===== src/rtl/line_buffer3.sv =====
// Two-row line buffer feeding a 3x3 window stage: emits vertically aligned pixel triples.
// Optional top-border zero padding is enabled by defining LINE_BUFFER3_ZERO_PAD_EN.
module line_buffer3 #(
    parameter int BIT_DEPTH  = 8,
    parameter int IMG_WIDTH  = 32,
    parameter int IMG_HEIGHT = 32,
    parameter int COL_W      = $clog2(IMG_WIDTH),
    parameter int ROW_W      = $clog2(IMG_HEIGHT)
) (
    input  logic                 clk,
    input  logic                 rst_n,
    input  logic                 start,
    input  logic [BIT_DEPTH-1:0] pix_in,
    input  logic                 pix_valid,
    output logic                 pix_ready,
    output logic [BIT_DEPTH-1:0] out1,
    output logic [BIT_DEPTH-1:0] out2,
    output logic [BIT_DEPTH-1:0] out3,
    output logic                 out_valid,
    output logic [COL_W-1:0]     col_idx,
    output logic                 frame_done,
    output logic [1:0]           state_dbg
);

    // Handshake: a pixel is consumed on a rising edge where pix_valid && pix_ready;
    // out1..out3/col_idx are valid on the cycle after that edge when out_valid is high.
    typedef enum logic [1:0] {
        S_IDLE   = 2'd0,
        S_FILL   = 2'd1,
        S_STREAM = 2'd2,
        S_DONE   = 2'd3
    } state_t;

    state_t               state_q;
    logic [COL_W-1:0]     col_cnt_q;
    logic [ROW_W-1:0]     row_cnt_q;
    logic [BIT_DEPTH-1:0] out1_q, out2_q, out3_q;
    logic                 out_valid_q;
    logic [COL_W-1:0]     col_idx_q;

    logic [BIT_DEPTH-1:0] line0_q [IMG_WIDTH];
    logic [BIT_DEPTH-1:0] line1_q [IMG_WIDTH];

    logic                 accept;
    logic                 last_col;
    logic                 last_row;
    logic [BIT_DEPTH-1:0] rd0, rd1;
    logic [BIT_DEPTH-1:0] out1_d, out2_d;
    logic                 out_valid_d;

    assign pix_ready = (state_q == S_FILL) || (state_q == S_STREAM);
    assign accept    = pix_valid && pix_ready;
    assign last_col  = (col_cnt_q == COL_W'(IMG_WIDTH - 1));
    assign last_row  = (row_cnt_q == ROW_W'(IMG_HEIGHT - 1));
    assign rd0       = line0_q[col_cnt_q];
    assign rd1       = line1_q[col_cnt_q];

    always_comb begin
        out1_d      = rd0;
        out2_d      = rd1;
        out_valid_d = (state_q == S_STREAM);
`ifdef LINE_BUFFER3_ZERO_PAD_EN
        // Rows above the image read as zero; memories still fill normally.
        out_valid_d = 1'b1;
        if (row_cnt_q == '0) begin
            out1_d = '0;
            out2_d = '0;
        end else if (row_cnt_q == ROW_W'(1)) begin
            out1_d = '0;
        end
`endif
    end

    always_ff @(posedge clk or negedge rst_n) begin
        if (!rst_n) begin
            state_q     <= S_IDLE;
            col_cnt_q   <= '0;
            row_cnt_q   <= '0;
            out1_q      <= '0;
            out2_q      <= '0;
            out3_q      <= '0;
            out_valid_q <= 1'b0;
            col_idx_q   <= '0;
        end else begin
            out_valid_q <= 1'b0;
            unique case (state_q)
                S_IDLE: begin
                    if (start) begin
                        state_q   <= S_FILL;
                        col_cnt_q <= '0;
                        row_cnt_q <= '0;
                    end
                end
                S_FILL, S_STREAM: begin
                    if (accept) begin
                        out1_q      <= out1_d;
                        out2_q      <= out2_d;
                        out3_q      <= pix_in;
                        col_idx_q   <= col_cnt_q;
                        out_valid_q <= out_valid_d;
                        if (last_col) begin
                            col_cnt_q <= '0;
                            if (last_row) begin
                                row_cnt_q <= '0;
                                state_q   <= S_DONE;
                            end else begin
                                row_cnt_q <= row_cnt_q + 1'b1;
                                if (row_cnt_q == ROW_W'(1)) state_q <= S_STREAM;
                            end
                        end else begin
                            col_cnt_q <= col_cnt_q + 1'b1;
                        end
                    end
                end
                S_DONE:  state_q <= S_IDLE;
                default: state_q <= S_IDLE;
            endcase
        end
    end

    // Line memories are deliberately left unreset; FILL overwrites them each frame.
    always_ff @(posedge clk) begin
        if (accept) begin
            line0_q[col_cnt_q] <= rd1;
            line1_q[col_cnt_q] <= pix_in;
        end
    end

    assign out1       = out1_q;
    assign out2       = out2_q;
    assign out3       = out3_q;
    assign out_valid  = out_valid_q;
    assign col_idx    = col_idx_q;
    assign frame_done = (state_q == S_DONE);
    assign state_dbg  = state_q;

endmodule

===== config.mk =====
export PLATFORM = sky130hd
export DESIGN_NAME = line_buffer3
export DESIGN_NICKNAME = d
export VERILOG_FILES = /design/src/rtl/line_buffer3.sv
export SDC_FILE = /design/constraint.sdc
export NUM_CORES = 1
export LEC_CHECK = 0
export ABC_AREA = 1
export CAP_MARGIN = 15
export CORE_MARGIN = 10
export CORE_UTILIZATION = 38
export DETAILED_ROUTE_END_ITERATION = 8
export HOLD_SLACK_MARGIN = 0.06
export RECOVER_POWER = 50
export SKIP_LAST_GASP = 1
export SLEW_MARGIN = 20
export SYNTH_ARGS = -nofsm -noshare
export SYNTH_HDL_FRONTEND = slang
export SYNTH_SLANG_ARGS = --single-unit

===== constraint.sdc =====
create_clock -name clk -period 3.8 [get_ports clk]
set_clock_uncertainty 0.2 [all_clocks]
set_input_delay 0.76 -clock clk [delete_from_list [all_inputs] [get_ports clk]]
set_output_delay 0.76 -clock clk [all_outputs]
set_load 0.005 [all_outputs]

==> results.txt, run 1 <==
----------------------------------------------------
[Critical path]
  Delay of the slowest cell on the worst path ... approximately 1.9 ns
  Startpoint class of the critical path ... primary input
  Category of the worst setup path capture point ... flip-flop
  CP bufs+invs ... 2
  RR Startpoint ... col_cnt_q[0]
  Worst-path cell chain ... dlygate4sd3_1, clkbuf_1
  CP required ... ~3.6 ns
  Dominant delay contributor by cell family on the critical path ... buffers and inverters
  Worst path arrival time ... around 3.2 ns
  Crit. Startpoint ... pix_in[1]
  Kind of critical path ... in2reg
  Critical path fanouts, max ... 33
  Critical path's slowest cell ... sky130_fd_sc_hd__clkbuf_1

[Detailed routing]
  Violation count after the first detailed-route iteration ... ~1700
  Routed vias/inst ... roughly 4.9
  Total number of vias ... 16100
  Number of nets still failing antenna checks after routing ... 0
  Number of search-and-repair iterations in the first detailed-routing pass ... 5
  Total length of routed wires ... 65400 microns
  Number of design rule violations left after detail routing ... 0
  Wirelength per Cell ... 19.7 microns

[Floorplanning]
  Initial Utilization ... ~39%
  Die height ... 271 microns
  Die Width ... 271 microns
  Number of placement rows ... 91
  Die footprint ... 73300 sq um
  Top-level port count ... 46
  Core Footprint ... 61900 sq um

[Worst hold path]
  Path category of the worst min-delay check ... reg2reg
  Beginning of the worst hold path ... out3[7]

[Job]
  Max_cap viols ... 8

[GRT]
  Number of antenna violations at the first check in global routing ... 3
  Gr ovfl total ... 0
  Vias in the first global route ... 16200
  Wire length of the first global-routing pass ... 99400 microns
  Maximum number of pins on one net before global-route repair ... 91
  Overall global routing resource usage ... 17.7%

[Pwr]
  P_leak ... 11.6 nW
  Clock share of power ... between 20% and 30%
  Fraction of power consumed by combinational cells ... 35.7%
  Int Pwr ... between 10 and 15 mW
  Switching power summed over all nets ... 8.13 mW
  Switching power share of the total ... 38.0%
  Largest voltage drop on the vdd net ... 0.000722 V
  Fraction of power consumed by sequential logic ... 39.9%
  Power Density ... 785 nW/um^2

[Timing]
  Period utilisation layout ... around nine tenths
  Relative slew slack ... -80.9%
  Slew of the pin with the lowest slew margin ... around 2.7 ns
  Unrepaired setup endpoints after global routing ... no
  Final Hold Viols ... 0
  Clock period minus worst slack ... 3.42 ns
  Final setup TNS ... 0 ns
  Final count of pins violating max slew ... 274
  # setup viols final ... 0
  Final-layout worst hold slack ... 0.276 ns
  Timing-limited maximum frequency ... 0.292 GHz

[Finish]
  Register cell area after layout ... around 16000 sq um
  Fraction of final layout cells with drive strength greater than 1 ... 6.98%
  Ant diodes ... 0
  Area of combinational cells with multiple inputs ... roughly 5600 sq um
  Fill cell total of the finished layout ... 5935
  Nets ... ~2500
  Commonest cells after routing, fill and taps aside ... sky130_fd_sc_hd__nand2_1, sky130_fd_sc_hd__edfxtp_1, sky130_fd_sc_hd__inv_1, sky130_fd_sc_hd__nand3_1, sky130_fd_sc_hd__nor2_1
  Most common library cell in the layout ignoring fill and taps ... sky130_fd_sc_hd__nand2_1
  Non-filler instance count after layout ... 3315
  Area Overhead vs Synth ... 13.9%

[Clock network]
  Root Buffer Master ... sky130_fd_sc_hd__clkbuf_16
  CTS Buf Count ... 57
  TritonCTS clock tree ... done
  H-tree levels ... 2
  CTS clk-pin slew, worst paths ... ~0.06 ns
  Clock tree buffer depth ... 3
  TritonCTS sink count ... 554
  Count of instances resized after the clock tree is built ... 0
  Clock latency of the later-clocked register in the worst-skew pair ... 0.61 ns

[Synthesis]
  Cell count after synthesis ... 2340
  Number of warnings reported in the yosys synthesis log ... 0
  Mean post-synth cell area ... 10.2 sq um
  Number of library cell types mapped by synthesis ... 26
  Number of nets in the synthesized netlist ... 2364
  Synth Register Bits ... around 550
  Fraction of the yosys area taken by sequential cells ... between 60 and 70%
  Cell area after synthesis ... 23900 sq um

[Placement]
  Instance count after placement with tap cells included ... approximately 3200
  Placer Congestion ... 0.875
  Half-perimeter wire length after detailed placement ... around 41000 microns
  Count of input and output buffers ... between 40 and 50

[Outcome]
  Violations in the final reports ... max-capacitance violations, max-slew violations
  Outcome ... finished, violations left

----------------------------------------------------
cells by family after synthesis:
group	synth area share (%)
simple gates	21.2
xor+xnor	0.0733
buf+inv	7.80
compound gates	1.60
fa+ha+maj	0.628
flops	68.7
cell type report:
| type | count | share of cell area (%) |
|---|---|---|
| clock buffers | 72 | 5.63 |
| clock inverters | 29 | 0.657 |
| inverters | 331 | 4.61 |
| multi-input cells | 1353 | 20.6 |
| flip-flops and latches | 554 | 60.4 |
| well taps | 837 | 3.85 |
| repair buffers | 139 | 4.31 |
power groups by stage:
stage	registers, mW	clock network, mW	logic [mW]
floorplan	8.55	0	4.23
global placement	8.64	0	7.63
detailed placement	8.65	0	7.68
CTS	8.53	5.30	7.71
global route	8.57	5.56	8.33
finish	8.53	5.22	7.63
synthesized netlist by cell type:
cell type | number | share of area [%]
sky130_fd_sc_hd__edfxtp_1 | 512 | 64
sky130_fd_sc_hd__nand2_1 | 946 | 15
sky130_fd_sc_hd__inv_4 | 2 | 0.052
sky130_fd_sc_hd__o211ai_1 | 2 | 0.063
sky130_fd_sc_hd__buf_2 | 64 | 1.3
sky130_fd_sc_hd__a21oi_1 | 17 | 0.36
sky130_fd_sc_hd__o21ai_1 | 9 | 0.19
sky130_fd_sc_hd__nand3_1 | 185 | 3.9
sky130_fd_sc_hd__nand2_2 | 1 | 0.026
sky130_fd_sc_hd__nor3_1 | 1 | 0.021
sky130_fd_sc_hd__clkbuf_1 | 12 | 0.19
sky130_fd_sc_hd__inv_2 | 4 | 0.063
sky130_fd_sc_hd__nor2_1 | 116 | 1.8
sky130_fd_sc_hd__buf_4 | 11 | 0.35
sky130_fd_sc_hd__or2_2 | 7 | 0.18
sky130_fd_sc_hd__dfrtp_1 | 42 | 4.4
sky130_fd_sc_hd__xor2_1 | 2 | 0.073
sky130_fd_sc_hd__o21ai_0 | 46 | 0.96
sky130_fd_sc_hd__o22ai_1 | 1 | 0.026
sky130_fd_sc_hd__ha_1 | 12 | 0.63
sky130_fd_sc_hd__clkinv_1 | 2 | 0.031
sky130_fd_sc_hd__nor2_2 | 2 | 0.052
sky130_fd_sc_hd__inv_1 | 323 | 5.1
sky130_fd_sc_hd__buf_6 | 15 | 0.71
sky130_fd_sc_hd__nor3_4 | 3 | 0.20
sky130_fd_sc_hd__nor3_2 | 3 | 0.13
sequential cells by signal, indices dropped and copies added, names as in the netlist:
| signal | count |
|---|---|
| line0_q | 256 |
| line1_q | 256 |
| out1 | 8 |
| out2 | 8 |
| out3 | 8 |
| col_cnt_q | 5 |
| col_idx | 5 |
| row_cnt_q | 5 |
| state_dbg | 2 |
| out_valid | 1 |
worst paths after layout:
kind                                  endpoint  depth (start not counted)  slack, ns
worst min register to register         out3[7]                          2       0.28
worst max register to register   line1_q[4][2]                          5       0.41
worst min-delay path                   out3[7]                          2       0.28
min in group asynchronous              out2[1]                          2       0.52
max in group asynchronous         col_cnt_q[0]                          2       2.41
worst max-delay path            line1_q[23][1]                          2       0.38
timing repair:
item / 4_1_cts / 5_1_grt
hold buffers: 0 / 1
endpoints found under the hold margin: 0 / 42
setup buffers: 0 / 0
metal layers:
metal  GRT usage (%)  share of wire, %  vias up
met5               0             0.020        -
met4            6.41               3.4        2
met3            2.49               6.9      126
met2            28.7                47      582
met1            23.9                43     7722
li1                -                 -     7649
worst reg2reg max path, cell delays in order, from the launching register on:
cell and delay [ns]:
sky130_fd_sc_hd__dfrtp_4 0.61, sky130_fd_sc_hd__inv_8 0.43, sky130_fd_sc_hd__ha_1 0.30, sky130_fd_sc_hd__nand2_1 0.47, sky130_fd_sc_hd__nor2_1 0.24, sky130_fd_sc_hd__clkbuf_1 0.75
metrics by stage:
stage	total power [mW]	util, %	setup WS, ns	cell area (sq um)
after floorplan	12.8	-	0.962	23900
after global placement	16.3	41.3	0.764	25600
after detailed placement	16.3	41.3	0.718	25600
after CTS	21.5	44.1	0.679	27300
after global routing	22.5	44.0	0.299	27200
final	21.4	44.0	0.377	27200
Power figures use the tool's default switching activity.
==> run 2: changes to the inputs <==
CAP_MARGIN = 20   (was 15)
clock period = 3.7 ns   (was 3.8 ns; I/O delays follow)
==> run 2 against run 1 <==
The run still ends with max-capacitance violations, max-slew violations left; non-clock buffer count shrank 1; register-to-register slack gained 0.02 ns; critical path depth is the same; critical path type unchanged; critical endpoint is now line1_q[14][6]; largest cell class unchanged; largest power group unchanged; highest routed layer is now met4.
==> results.txt, run 2 (same netlist as run 1, synthesis figures left out) <==
----------------------------------------------------
[Critical path]
  Dominant delay contributor by cell family on the critical path ... buffers and inverters (unchanged)
  Worst-path cell chain ... dlygate4sd3_1, clkbuf_1 (unchanged)
  CP bufs+invs ... 2 (unchanged)
  Kind of critical path ... in2reg (unchanged)
  Critical path fanouts, max ... 33 (unchanged)
  Worst path arrival time ... 3.21 ns (was 3.23 ns)
  CP required ... 3.51 ns (was 3.61 ns)
  Critical path's slowest cell ... sky130_fd_sc_hd__clkbuf_1 (unchanged)
  Delay of the slowest cell on the worst path ... 1.91 ns (was 1.92 ns)
  Startpoint class of the critical path ... primary input (unchanged)
  Category of the worst setup path capture point ... flip-flop (unchanged)

[GRT]
  Vias in the first global route ... 16000 (was 16200)
  Gr ovfl total ... 0 (unchanged)
  Overall global routing resource usage ... 17.4% (was 17.7%)
  Maximum number of pins on one net before global-route repair ... 189 (was 91)
  Number of antenna violations at the first check in global routing ... 4 (was 3)
  Wire length of the first global-routing pass ... 97500 microns (was 99400 microns)

[Timing]
  Final count of pins violating max slew ... 272 (was 274)
  Unrepaired setup endpoints after global routing ... no (unchanged)
  # setup viols final ... 0 (unchanged)
  Relative slew slack ... -80.7% (was -80.9%)
  Clock period minus worst slack ... 3.40 ns
  Final Hold Viols ... 0 (unchanged)
  Timing-limited maximum frequency ... 0.294 GHz
  Slew of the pin with the lowest slew margin ... 2.71 ns (about the same)
  Worst setup margin ... 0.300 ns (was 0.377 ns)
  Period utilisation layout ... between 90% and 100%
  Final setup TNS ... 0 ns (unchanged)

[Floorplanning]
  Core Footprint ... 61900 sq um (unchanged)
  Die footprint ... 73300 sq um (unchanged)
  Initial Utilization ... 38.6% (unchanged)
  Die height ... 271 microns (unchanged)
  Number of placement rows ... 91 (unchanged)
  Top-level port count ... 46 (unchanged)
  Die Width ... 271 microns (unchanged)

[Pwr]
  Overall power consumption ... 22.3 mW (was 21.4 mW)
  Largest voltage drop on the vdd net ... 0.00120 V (was 0.000722 V)
  P_leak ... 11.7 nW (was 11.6 nW)
  Power Density ... 815 nW/um^2 (was 785 nW/um^2)

[Finish]
  Post-layout utilization of the core ... 44.2% (was 44.0%)
  Fraction of final layout cells with drive strength greater than 1 ... 7.89% (was 6.98%)
  Commonest cells after routing, fill and taps aside ... sky130_fd_sc_hd__nand2_1, sky130_fd_sc_hd__edfxtp_1, sky130_fd_sc_hd__inv_1, sky130_fd_sc_hd__nand3_1, sky130_fd_sc_hd__nor2_1 (unchanged)
  Most common library cell in the layout ignoring fill and taps ... sky130_fd_sc_hd__nand2_1 (unchanged)
  Design area ... 27400 sq um (was 27200 sq um)
  Nets ... 2460 (unchanged)
  Fill cell total of the finished layout ... 5871 (was 5935)
  Top Registers ... line0_q x256, line1_q x256 (unchanged)
  Area Overhead vs Synth ... 14.5% (was 13.9%)

[Placement]
  Half-perimeter wire length after detailed placement ... 40300 microns (was 40700 microns)
  Setup Slack @ Placement ... 0.583 ns (was 0.718 ns)
  Placer Congestion ... 0.909 (was 0.875)
  Post-Place Cell Area ... 25500 sq um (was 25600 sq um)
  Count of input and output buffers ... 45 (unchanged)

[Clock network]
  TritonCTS sink count ... 554 (unchanged)
  TritonCTS clock tree ... done (unchanged)
  CTS Buf Count ... 58 (was 57)
  H-tree levels ... 2 (unchanged)
  Clock tree buffer depth ... 3 (unchanged)
  Root Buffer Master ... sky130_fd_sc_hd__clkbuf_16 (unchanged)
  Number of buffers added to fix hold violations after cts ... 0 (unchanged)
  CTS clk-pin slew, worst paths ... 0.06 ns (about the same)
  Clock latency of the later-clocked register in the worst-skew pair ... 0.61 ns (about the same)
  Setup Fix Bufs, Post-CTS ... 0 (unchanged)
  Count of instances resized after the clock tree is built ... 0 (unchanged)

[Detailed routing]
  Wirelength per Cell ... 19.4 microns (was 19.7 microns)
  Number of nets still failing antenna checks after routing ... 0 (unchanged)
  Number of design rule violations left after detail routing ... 0 (unchanged)
  Total length of routed wires ... 64600 microns (was 65400 microns)
  Number of search-and-repair iterations in the first detailed-routing pass ... 5 (unchanged)
  Violation count after the first detailed-route iteration ... 1663 (was 1653)
  Routed vias/inst ... 4.89 (was 4.85)
  Total number of vias ... 16300 (was 16100)

[Worst hold path]
  Path category of the worst min-delay check ... reg2reg (unchanged)

[Job]
  Max_cap viols ... 8 (unchanged)

[Outcome]
  Violations in the final reports ... max-capacitance violations, max-slew violations (unchanged)
  Outcome ... finished, violations left (unchanged)

----------------------------------------------------
==> run 2: layout make-up <==
type | count | area [sq um] | share of cell area [%]
antenna | 1 | 2.50 | 0.00914
clock buffer | 71 | 1560 | 5.71
clock inverter | 38 | 344 | 1.26
inverter | 331 | 1250 | 4.57
multi-input combinational | 1353 | 5600 | 20.5
sequential | 554 | 16400 | 60.1
tap | 837 | 1050 | 3.83
timing repair buffer | 138 | 1120 | 4.10
==> run 2: path summary, 6_finish.rpt <==
check	from	to	slack (ns)	depth (start not counted)
hold / removal	out2[0]	out2[0]	0.28	2
setup reg to reg	col_cnt_q[0]	line1_q[15][1]	0.43	5
min in group asynchronous	rst_n	out1[5]	0.61	1
setup / recovery	pix_in[6]	line1_q[14][6]	0.30	2
hold reg to reg	out2[0]	out2[0]	0.28	2
max in group asynchronous	rst_n	col_cnt_q[0]	1.07	1
==> run 2: metal layers <==
metal / routed length (microns) / vias up / track usage, %
met1: 27700 / 7851 / 23.5
li1: - / 7660 / -
met4: 2170 / 0 / 6.45
met2: 29900 / 620 / 28.1
met3: 4770 / 125 / 2.50
met5: 0 / - / 0
==> run 2: per-stage QoR <==
| step | hold slack, ns | instances |
|---|---|---|
| after global routing | 0.317 | 3323 |
| final | 0.283 | 3323 |
| after global placement | 0.270 | 3213 |
| after detailed placement | 0.270 | 3213 |
| after CTS | 0.0900 | 3322 |
| after floorplan | 0.244 | 2340 |
==> run 2: power by group <==
part / switching (mW) / internal (mW) / total, mW
registers: 0.270 / 8.49 / 8.76
clock network: 2.39 / 3.41 / 5.81
logic: 5.74 / 1.99 / 7.73
==> run 3: changes to the inputs <==
RECOVER_POWER = 100   (was 50)
==> run 3 against run 2 <==
The flow still finishes with violations (max-capacitance violations, max-slew violations); critical endpoint unchanged; routed wire length about the same; register-to-register slack about the same; via count unchanged; sequential share of layout area grew 0.055 points; largest power group unchanged; critical path depth did not move; highest routed layer unchanged.
==> results.txt, run 3 (same netlist as run 1, synthesis figures left out) <==
----------------------------------------------------
[Pwr]
  Largest voltage drop on the vdd net ... 0.00120 V (about the same)
  P_leak ... 11.7 nW (about the same)
  Power Density ... 815 nW/um^2 (about the same)

[Timing]
  Relative slew slack ... -79.4% (was -80.7%)
  Final setup TNS ... 0 ns (unchanged)
  # setup viols final ... 0 (unchanged)
  Final Hold Viols ... 0 (unchanged)
  Unrepaired setup endpoints after global routing ... no (unchanged)
  Clock period minus worst slack ... 3.38 ns (was 3.40 ns)
  Timing-limited maximum frequency ... 0.295 GHz (was 0.294 GHz)
  Period utilisation layout ... 91.5% (was 91.9%)
  Slew of the pin with the lowest slew margin ... 2.69 ns (was 2.71 ns)
  Final count of pins violating max slew ... 272 (unchanged)

[Detailed routing]
  Number of design rule violations left after detail routing ... 0 (unchanged)
  Wirelength per Cell ... 19.4 microns (about the same)
  Total number of vias ... 16300 (unchanged)
  Total length of routed wires ... 64600 microns (about the same)
  Violation count after the first detailed-route iteration ... 1686 (was 1663)
  Number of nets still failing antenna checks after routing ... 0 (unchanged)
  Routed vias/inst ... 4.89 (unchanged)
  Number of search-and-repair iterations in the first detailed-routing pass ... 5 (unchanged)

[Floorplanning]
  Die Width ... 271 microns (unchanged)
  Number of placement rows ... 91 (unchanged)
  Die height ... 271 microns (unchanged)
  Core Footprint ... 61900 sq um (unchanged)
  Top-level port count ... 46 (unchanged)
  Initial Utilization ... 38.6% (unchanged)
  Die footprint ... 73300 sq um (unchanged)

[Critical path]
  Startpoint class of the critical path ... primary input (unchanged)
  Worst-path cell chain ... dlygate4sd3_1, clkbuf_1 (unchanged)
  Critical path's slowest cell ... sky130_fd_sc_hd__clkbuf_1 (unchanged)
  Kind of critical path ... in2reg (unchanged)
  CP bufs+invs ... 2 (unchanged)
  Category of the worst setup path capture point ... flip-flop (unchanged)
  Critical path fanouts, max ... 33 (unchanged)
  CP required ... 3.51 ns (about the same)
  Delay of the slowest cell on the worst path ... 1.90 ns (was 1.91 ns)
  Dominant delay contributor by cell family on the critical path ... buffers and inverters (unchanged)
  Worst path arrival time ... 3.20 ns (was 3.21 ns)

[Clock network]
  Setup Fix Bufs, Post-CTS ... 0 (unchanged)
  Clock latency of the later-clocked register in the worst-skew pair ... 0.61 ns (about the same)
  CTS clk-pin slew, worst paths ... 0.06 ns (about the same)
  Clock tree buffer depth ... 3 (unchanged)
  Count of instances resized after the clock tree is built ... 0 (unchanged)
  Number of buffers added to fix hold violations after cts ... 0 (unchanged)
  TritonCTS sink count ... 554 (unchanged)
  Root Buffer Master ... sky130_fd_sc_hd__clkbuf_16 (unchanged)
  H-tree levels ... 2 (unchanged)
  CTS Buf Count ... 58 (unchanged)
  TritonCTS clock tree ... done (unchanged)

[Finish]
  Area Overhead vs Synth ... 14.4% (was 14.5%)
  Most common library cell in the layout ignoring fill and taps ... sky130_fd_sc_hd__nand2_1 (unchanged)
  Nets ... 2460 (unchanged)
  Non-filler instance count after layout ... 3323 (unchanged)
  Commonest cells after routing, fill and taps aside ... sky130_fd_sc_hd__nand2_1, sky130_fd_sc_hd__edfxtp_1, sky130_fd_sc_hd__inv_1, sky130_fd_sc_hd__nand3_1, sky130_fd_sc_hd__nor2_1 (unchanged)
  Top Registers ... line0_q x256, line1_q x256 (unchanged)
  Fill cell total of the finished layout ... 5878 (was 5871)
  Fraction of final layout cells with drive strength greater than 1 ... 7.81% (was 7.89%)

[Job]
  Max_cap viols ... 8 (unchanged)

[GRT]
  Overall global routing resource usage ... 17.4% (unchanged)
  Vias in the first global route ... 16000 (unchanged)
  Wire length of the first global-routing pass ... 97500 microns (unchanged)
  Maximum number of pins on one net before global-route repair ... 189 (unchanged)
  Gr ovfl total ... 0 (unchanged)
  Number of antenna violations at the first check in global routing ... 4 (unchanged)

[Outcome]
  Violations in the final reports ... max-capacitance violations, max-slew violations (unchanged)
  Outcome ... finished, violations left (unchanged)

[Placement]
  Instance count after placement with tap cells included ... 3213 (unchanged)
  Placer Congestion ... 0.909 (unchanged)
  Count of input and output buffers ... 45 (unchanged)
  Half-perimeter wire length after detailed placement ... 40300 microns (unchanged)

[Worst hold path]
  Path category of the worst min-delay check ... reg2reg (unchanged)

----------------------------------------------------
run 3: area by class of cell:
type                       count  area [sq um]  share of cell area [%]
sequential                   554         16400                    60.1
timing repair buffer         138          1100                    4.01
tap                          837          1050                    3.83
multi-input combinational   1353          5600                    20.5
clock inverter                38           344                    1.26
clock buffer                  71          1560                    5.72
inverter                     331          1250                    4.57
antenna                        1          2.50                 0.00915
run 3: power breakdown:
part | internal (mW) | switching, mW | total [mW] | leakage, nW
Sequential | 8.49 | 0.271 | 8.76 | 5.14
Combinational | 1.97 | 5.73 | 7.70 | 5.62
Clock | 3.41 | 2.39 | 5.81 | 0.952
Total | 13.9 | 8.39 | 22.3 | 11.7
run 3: final timing paths:
kind                              startpoint             end  slack (ns)  cells past startpoint
worst max-delay path               pix_in[6]  line1_q[14][6]        0.32                      2
worst min-delay path                 out2[0]         out2[0]        0.28                      2
worst max register to register  col_cnt_q[0]  line0_q[14][3]        0.43                      5
worst min register to register       out2[0]         out2[0]        0.28                      2
max in group asynchronous              rst_n    col_cnt_q[0]        1.08                      1
min in group asynchronous              rst_n         out1[5]        0.61                      1
run 3: per-layer routing:
layer | wire length (microns) | GRT usage, %
met5 | 0 | 0
met4 | 2240 | 6.45
met3 | 4670 | 2.50
met2 | 30000 | 28.1
met1 | 27700 | 23.5
run 3: through the flow:
step	util [%]	setup WS [ns]	hold slack (ns)	cell area [sq um]	power, mW
after floorplan	-	0.862	0.244	23900	13.1
after global placement	41.2	0.525	0.270	25500	16.7
after detailed placement	41.2	0.583	0.270	25500	16.7
after CTS	44.3	0.626	0.0900	27500	22.5
after global routing	44.1	0.270	0.317	27300	23.4
final	44.1	0.315	0.284	27300	22.3
run 3: worst min-delay path, delay by kind of cell (launching register included):
family	cells	cell delay, ns
flip-flops	1	0.35
AND/OR/NAND/NOR	2	0.10
